==> src/rtl/bcd_timer_core.sv <==
`default_nettype none
// ============================================================================
//  Module   : bcd_timer_core
//  Purpose  : MM:SS timer holding four BCD digits. Counts up or down once per
//             CYCLES_PER_SEC clocks, supports pause/resume, clear and manual
//             minute/second presets, and flags completion.
//  Ports    : clk, reset             - clock, synchronous active-high reset
//             start/stop/clear       - button levels, acted on at rising edge
//             inc_sec/inc_min        - preset button levels (rising edge)
//             dir                    - 1 = up, 0 = down (latched on start)
//             min_tens..sec_units    - BCD time digits
//             running/finished       - state flags (RUN / DONE)
//             finish_pulse/tick      - one-cycle event pulses
//  Revision : 1.0 - initial release
// ============================================================================
module bcd_timer_core #(
    parameter int CYCLES_PER_SEC = 50_000_000,
    parameter int MAX_MIN        = 99
) (
    input  logic       clk,
    input  logic       reset,
    input  logic       start,
    input  logic       stop,
    input  logic       clear,
    input  logic       inc_sec,
    input  logic       inc_min,
    input  logic       dir,
    output logic [3:0] min_tens,
    output logic [3:0] min_units,
    output logic [3:0] sec_tens,
    output logic [3:0] sec_units,
    output logic       running,
    output logic       finished,
    output logic       finish_pulse,
    output logic       tick
);

    localparam int              c_pw        = (CYCLES_PER_SEC > 1) ? $clog2(CYCLES_PER_SEC) : 1;
    localparam logic [c_pw-1:0] c_presc_tc  = c_pw'(CYCLES_PER_SEC - 1);
    localparam logic [c_pw-1:0] c_presc_one = c_pw'(1);
    localparam logic [3:0]      c_max_mt    = 4'(MAX_MIN / 10);
    localparam logic [3:0]      c_max_mu    = 4'(MAX_MIN % 10);

    typedef enum logic [1:0] {
        ST_IDLE  = 2'd0,
        ST_RUN   = 2'd1,
        ST_PAUSE = 2'd2,
        ST_DONE  = 2'd3
    } state_t;

    // Button bit positions inside the packed button vector
    localparam int c_b_start = 0;
    localparam int c_b_stop  = 1;
    localparam int c_b_clear = 2;
    localparam int c_b_isec  = 3;
    localparam int c_b_imin  = 4;

    state_t          state_q, state_d;
    logic [c_pw-1:0] presc_q, presc_d;
    logic            dir_q, dir_d;
    logic [4:0]      btn_prev_q, btn_prev_d;
    logic [3:0]      mt_q, mt_d, mu_q, mu_d, st_q, st_d, su_q, su_d;
    logic            running_q, running_d;
    logic            finished_q, finished_d;
    logic            finish_pulse_q, finish_pulse_d;
    logic            tick_q, tick_d;

    logic [4:0]      w_btn;
    logic [4:0]      w_edge;
    logic            w_time_zero;
    logic            w_time_max;
    logic            w_start_ok;
    logic [3:0]      w_step_mt, w_step_mu, w_step_st, w_step_su;
    logic            w_step_done;
    logic [3:0]      w_pre_mt, w_pre_mu, w_pre_st, w_pre_su;

    assign w_btn  = {inc_min, inc_sec, clear, stop, start};
    assign w_edge = w_btn & ~btn_prev_q;

    assign w_time_zero = (mt_q == 4'd0) && (mu_q == 4'd0) && (st_q == 4'd0) && (su_q == 4'd0);
    assign w_time_max  = (mt_q == c_max_mt) && (mu_q == c_max_mu) && (st_q == 4'd5) && (su_q == 4'd9);

    // A start edge is refused when the requested direction has nowhere to go.
    // A simultaneous stop edge outranks start, so the start is dropped then.
    assign w_start_ok = w_edge[c_b_start] && !w_edge[c_b_stop] &&
                        (dir ? !w_time_max : !w_time_zero);

    // One-second step result in the latched direction, plus completion check
    always_comb begin
        w_step_mt = mt_q;
        w_step_mu = mu_q;
        w_step_st = st_q;
        w_step_su = su_q;
        if (dir_q) begin
            if (su_q != 4'd9) begin
                w_step_su = su_q + 4'd1;
            end else begin
                w_step_su = 4'd0;
                if (st_q != 4'd5) begin
                    w_step_st = st_q + 4'd1;
                end else begin
                    w_step_st = 4'd0;
                    if (mu_q != 4'd9) begin
                        w_step_mu = mu_q + 4'd1;
                    end else begin
                        w_step_mu = 4'd0;
                        w_step_mt = mt_q + 4'd1;
                    end
                end
            end
        end else begin
            if (su_q != 4'd0) begin
                w_step_su = su_q - 4'd1;
            end else begin
                w_step_su = 4'd9;
                if (st_q != 4'd0) begin
                    w_step_st = st_q - 4'd1;
                end else begin
                    w_step_st = 4'd5;
                    if (mu_q != 4'd0) begin
                        w_step_mu = mu_q - 4'd1;
                    end else begin
                        w_step_mu = 4'd9;
                        w_step_mt = mt_q - 4'd1;
                    end
                end
            end
        end

        if (dir_q) begin
            w_step_done = (w_step_mt == c_max_mt) && (w_step_mu == c_max_mu) &&
                          (w_step_st == 4'd5) && (w_step_su == 4'd9);
        end else begin
            w_step_done = (w_step_mt == 4'd0) && (w_step_mu == 4'd0) &&
                          (w_step_st == 4'd0) && (w_step_su == 4'd0);
        end
    end

    // Preset result: seconds and minutes wrap independently, no carry
    always_comb begin
        w_pre_mt = mt_q;
        w_pre_mu = mu_q;
        w_pre_st = st_q;
        w_pre_su = su_q;
        if (w_edge[c_b_isec]) begin
            if (st_q == 4'd5 && su_q == 4'd9) begin
                w_pre_st = 4'd0;
                w_pre_su = 4'd0;
            end else if (su_q == 4'd9) begin
                w_pre_st = st_q + 4'd1;
                w_pre_su = 4'd0;
            end else begin
                w_pre_su = su_q + 4'd1;
            end
        end
        if (w_edge[c_b_imin]) begin
            if (mt_q == c_max_mt && mu_q == c_max_mu) begin
                w_pre_mt = 4'd0;
                w_pre_mu = 4'd0;
            end else if (mu_q == 4'd9) begin
                w_pre_mt = mt_q + 4'd1;
                w_pre_mu = 4'd0;
            end else begin
                w_pre_mu = mu_q + 4'd1;
            end
        end
    end

    // Next-state logic
    always_comb begin
        state_d        = state_q;
        presc_d        = presc_q;
        dir_d          = dir_q;
        btn_prev_d     = w_btn;
        mt_d           = mt_q;
        mu_d           = mu_q;
        st_d           = st_q;
        su_d           = su_q;
        finish_pulse_d = 1'b0;
        tick_d         = 1'b0;

        if (w_edge[c_b_clear]) begin
            state_d = ST_IDLE;
            presc_d = '0;
            dir_d   = 1'b0;
            mt_d    = 4'd0;
            mu_d    = 4'd0;
            st_d    = 4'd0;
            su_d    = 4'd0;
        end else begin
            unique case (state_q)
                ST_IDLE, ST_PAUSE: begin
                    if (w_start_ok) begin
                        state_d = ST_RUN;
                        dir_d   = dir;
                        presc_d = '0;
                    end else begin
                        mt_d = w_pre_mt;
                        mu_d = w_pre_mu;
                        st_d = w_pre_st;
                        su_d = w_pre_su;
                    end
                end
                ST_RUN: begin
                    if (w_edge[c_b_stop]) begin
                        state_d = ST_PAUSE;
                    end else if (presc_q == c_presc_tc) begin
                        presc_d = '0;
                        tick_d  = 1'b1;
                        mt_d    = w_step_mt;
                        mu_d    = w_step_mu;
                        st_d    = w_step_st;
                        su_d    = w_step_su;
                        if (w_step_done) begin
                            state_d        = ST_DONE;
                            finish_pulse_d = 1'b1;
                        end
                    end else begin
                        presc_d = presc_q + c_presc_one;
                    end
                end
                ST_DONE: begin
                    state_d = ST_DONE;
                end
            endcase
        end

        running_d  = (state_d == ST_RUN);
        finished_d = (state_d == ST_DONE);
    end

    always_ff @(posedge clk) begin
        if (reset) begin
            state_q        <= ST_IDLE;
            presc_q        <= '0;
            dir_q          <= 1'b0;
            btn_prev_q     <= 5'd0;
            mt_q           <= 4'd0;
            mu_q           <= 4'd0;
            st_q           <= 4'd0;
            su_q           <= 4'd0;
            running_q      <= 1'b0;
            finished_q     <= 1'b0;
            finish_pulse_q <= 1'b0;
            tick_q         <= 1'b0;
        end else begin
            state_q        <= state_d;
            presc_q        <= presc_d;
            dir_q          <= dir_d;
            btn_prev_q     <= btn_prev_d;
            mt_q           <= mt_d;
            mu_q           <= mu_d;
            st_q           <= st_d;
            su_q           <= su_d;
            running_q      <= running_d;
            finished_q     <= finished_d;
            finish_pulse_q <= finish_pulse_d;
            tick_q         <= tick_d;
        end
    end

    assign min_tens     = mt_q;
    assign min_units    = mu_q;
    assign sec_tens     = st_q;
    assign sec_units    = su_q;
    assign running      = running_q;
    assign finished     = finished_q;
    assign finish_pulse = finish_pulse_q;
    assign tick         = tick_q;

endmodule
`default_nettype wire

==> config.mk <==
export PLATFORM = sky130hd
export DESIGN_NAME = bcd_timer_core
export DESIGN_NICKNAME = d
export VERILOG_FILES = /design/src/rtl/bcd_timer_core.sv
export SDC_FILE = /design/constraint.sdc
export NUM_CORES = 1
export LEC_CHECK = 0
export BUFFER_PORTS_ARGS = -buffer_cell sky130_fd_sc_hd__buf_2
export CAP_MARGIN = 15
export CORE_MARGIN = 5
export CORE_UTILIZATION = 35
export DETAILED_ROUTE_END_ITERATION = 10
export GPL_ROUTABILITY_DRIVEN = 1
export GPL_TIMING_DRIVEN = 0
export PLACE_DENSITY = 0.56
export SLEW_MARGIN = 25
export SYNTH_ARGS = -nofsm -noshare
export SYNTH_HDL_FRONTEND = slang
export SYNTH_SLANG_ARGS = --single-unit
export TNS_END_PERCENT = 5
==> constraint.sdc <==
create_clock -name clk -period 4.2 [get_ports clk]
set_input_delay 0.21 -clock clk [delete_from_list [all_inputs] [get_ports clk]]
set_output_delay 0.21 -clock clk [all_outputs]
set_load 0.05 [all_outputs]
==> results.sh <==
export IMPL_busiest_layer="met2"
export IMPL_cp_top_family="compound AO/OA/AOI/OAI gates"
export IMPL_yosys_register_bits=54
export IMPL_rsz0062_at_grt="no"
export IMPL_yosys_warnings=0
export IMPL_synthTopCellsByArea="dfxtp_1, nor2_1, xor2_1, nand2_1, nand3_1"
export IMPL_grt_pass1_vias=3373
export IMPL_clk_path_buf_depth=2
export IMPL_hold_viol_final=0
export IMPL_synthArstFlopShare_pct=0
export IMPL_outcome="complete, no violations"
export IMPL_tns_ns=0
export IMPL_yosysTopAreaCellShare_pct=30.8
export IMPL_std_cell_rows=36
export IMPL_n_fill_cell=1044
export IMPL_critPathLaunchType="flip-flop"
export IMPL_cap_violations=0
export IMPL_crit_type="flip-flop to flip-flop"
export IMPL_fmax_mhz=302
export IMPL_critPathRequiredTime_ns=4.41
export IMPL_grt_max_degree=19
export IMPL_globalRoute_totalOverflow=0
export IMPL_ctsRootBufferMaster="clkbuf_8"
export IMPL_core_area_um2=9770
export IMPL_dieArea_um2=12100
export IMPL_grt_usage_pct=17.2
export IMPL_cts_repair_resized=0
export IMPL_netlist_area_um2=3510
export IMPL_crit_arrival_ns=3.53
export IMPL_ys_flop_type="dfxtp_1"
export IMPL_vias=3502
export IMPL_total_power_mw=1.10
export IMPL_critPathBufInv=1
export IMPL_clock_sinks=54
export IMPL_path_clk_slew_ns=0.11
export IMPL_cts_setup_buffers=0
export IMPL_place_congestion=0.921
export IMPL_drc=0
export IMPL_final_nets=503
export IMPL_cpMaxStageDelayCell="o311ai_0"
export IMPL_leakagePower_nw=1.38
export IMPL_met3_usage_pct=3.09
export IMPL_die_x_um=110
export IMPL_path_cells="inv_1 -> ha_1 -> nor3b_1 -> nand4_1 -> o311ai_0 -> nand3b_1 -> a2bb2oi_1 -> o311a_1"
export IMPL_min_period_ns=3.31
export IMPL_maxSlewViolCount=0
export IMPL_cts_tree="yes"
export IMPL_worstPathMaxFanout=7
export IMPL_drt_pass1_iter_count=5
export IMPL_syn_inst=455
export IMPL_maxSlewHeadroom_pct=26.8
export IMPL_portBuffers=26
export IMPL_powerDensity_nw_per_um2=281
export IMPL_hold_path_class="input port to flip-flop"
export IMPL_crit_path_end_kind="flip-flop"
export IMPL_initial_core_util_pct=35.9
export IMPL_fin_skew_ns=0.00843
export IMPL_place_hpwl_mm=7.42
export IMPL_grt_pass1_wl_mm=16.6
export IMPL_drtIter0Drc=208
export IMPL_ys_seq_area_share_pct=30.8
export IMPL_met1_usage_pct=22.4
export IMPL_cts_buffers=5
export IMPL_routedWlPerCell_um=16.0
export IMPL_yosysTopAreaCell="dfxtp_1"
export IMPL_drive_gt1_share_pct=10.8
export IMPL_htreeDepth=2
export IMPL_antenna_found_initial=0
export IMPL_met2_usage_pct=29.3
export IMPL_cts_hold_buf=0
export IMPL_vdd_drop_max_uv=129
export IMPL_critPathMaxStageDelay_ns=0.76
export IMPL_avgSynthCellArea_um2=7.72
export IMPL_ant_nets=0
export IMPL_routed_wl_mm=9.97
export IMPL_synth_edf_count=0
export IMPL_fin_crit_sh_pct=78.9
export IMPL_viasPerCell=5.63
export IMPL_die_h_um=110
export IMPL_ioPinCount=28
export IMPL_insertedDiodeCount=0
export IMPL_area_delta_synth_final_pct=11.8
export IMPL_synth_cell_type_count=66
export IMPL_worst_slew_pin_slew_ns=1.08
export IMPL_clk_latency_ns=0.32
export IMPL_syn_nets=470
export IMPL_finalSetupViolCount=0
==> final timing paths <==
path                                  start       endpoint  slack, ns  depth (start not counted)
worst min register to register   presc_q[1]     presc_q[1]       0.51                          2
worst max register to register  sec_tens[0]        running       0.89                          8
worst min-delay path                  clear  btn_prev_q[2]       0.11                          2
worst max-delay path            sec_tens[0]        running       0.89                          8
==> stage by stage <==
step	utilization, %	std cells	worst slack, ns	hold slack [ns]	area (um^2)
after floorplan	-	455	1.38	0.338	3510
after CTS	40.2	622	0.970	0.108	3930
after global routing	40.2	622	0.614	0.115	3930
after detailed placement	39.0	614	1.00	0.445	3810
after global placement	39.0	614	1.03	0.437	3810
final	40.2	622	0.887	0.112	3930
==> layout make-up <==
cell class	count	area [um^2]	area share, %
Buffer	26	100	2.55
Multi-Input combinational cell	363	2290	58.3
Inverter	12	45.0	1.15
Tap cell	133	166	4.24
Clock inverter	3	47.5	1.21
Clock buffer	5	68.8	1.75
Sequential cell	54	1080	27.5
Timing Repair Buffer	26	130	3.31
==> registers in the layout, indices dropped and copies added, names as in the netlist <==
name,flops
finish_pulse,1
min_tens,4
min_units,4
state_q,2
tick,1
finished,1
sec_units,4
presc_q,26
dir_q,1
running,1
sec_tens,4
btn_prev_q,5
==> power breakdown <==
group / total [mW] / internal, mW / switching [mW] / leakage (nW)
clock: 0.373 / 0.181 / 0.192 / 0.0587
sequential: 0.524 / 0.520 / 0.00425 / 0.437
combinational: 0.207 / 0.0669 / 0.140 / 0.882
total: 1.10 / 0.768 / 0.337 / 1.38
==> synth_stat cells, types with 4 or more instances <==
| cell type | instances |
|---|---|
| o211ai_1 | 8 |
| o21ai_0 | 11 |
| dfxtp_1 | 54 |
| a21oi_1 | 19 |
| a211oi_1 | 7 |
| inv_1 | 11 |
| a31oi_1 | 4 |
| nand3b_1 | 6 |
| nand3_1 | 29 |
| xor2_1 | 18 |
| o22ai_1 | 7 |
| ha_1 | 7 |
| nor2b_1 | 11 |
| nor3b_1 | 7 |
| nand2b_1 | 5 |
| a21o_1 | 4 |
| nand2_1 | 41 |
| xnor2_1 | 10 |
| nor2_1 | 57 |
| nor3_1 | 13 |
| nand4_1 | 22 |
| o31ai_1 | 4 |
| and3_1 | 8 |
| nor4b_1 | 4 |
| clkbuf_1 | 24 |
==> cell families (layout without fill, tap and decap cells) <==
group                    after synthesis  count (layout)  synth area share (%)
XOR/XNOR                              28              28                  6.98
flip-flops                            54              54                  30.8
AND/OR/NAND/NOR                      237             237                  36.8
buffers and inverters                 38              72                  4.13
AO/OA/AOI/OAI                         89              89                  18.2
multiplexers                           2               2                 0.605
adder cells (fa/ha/maj)                7               7                  2.49
==> cells in the final DEF (no fill, tap or decap), types with 11 or more instances in the layout <==
master    instances
buf_2            28
inv_1            11
nand2_1          41
clkbuf_1         24
dfxtp_1          54
nand4_1          22
xor2_1           18
nor3_1           13
nor2b_1          11
o21ai_0          11
a21oi_1          19
nor2_1           57
nand3_1          29
==> per-layer routing <==
metal  part of all wire (%)  vias to the layer above
met3                    5.1                       15
met4                    1.6                        0
met2                     48                       88
met5                      0                        -
li1                       -                     1733
met1                     45                     1666
(Power assumes the default switching activity.)
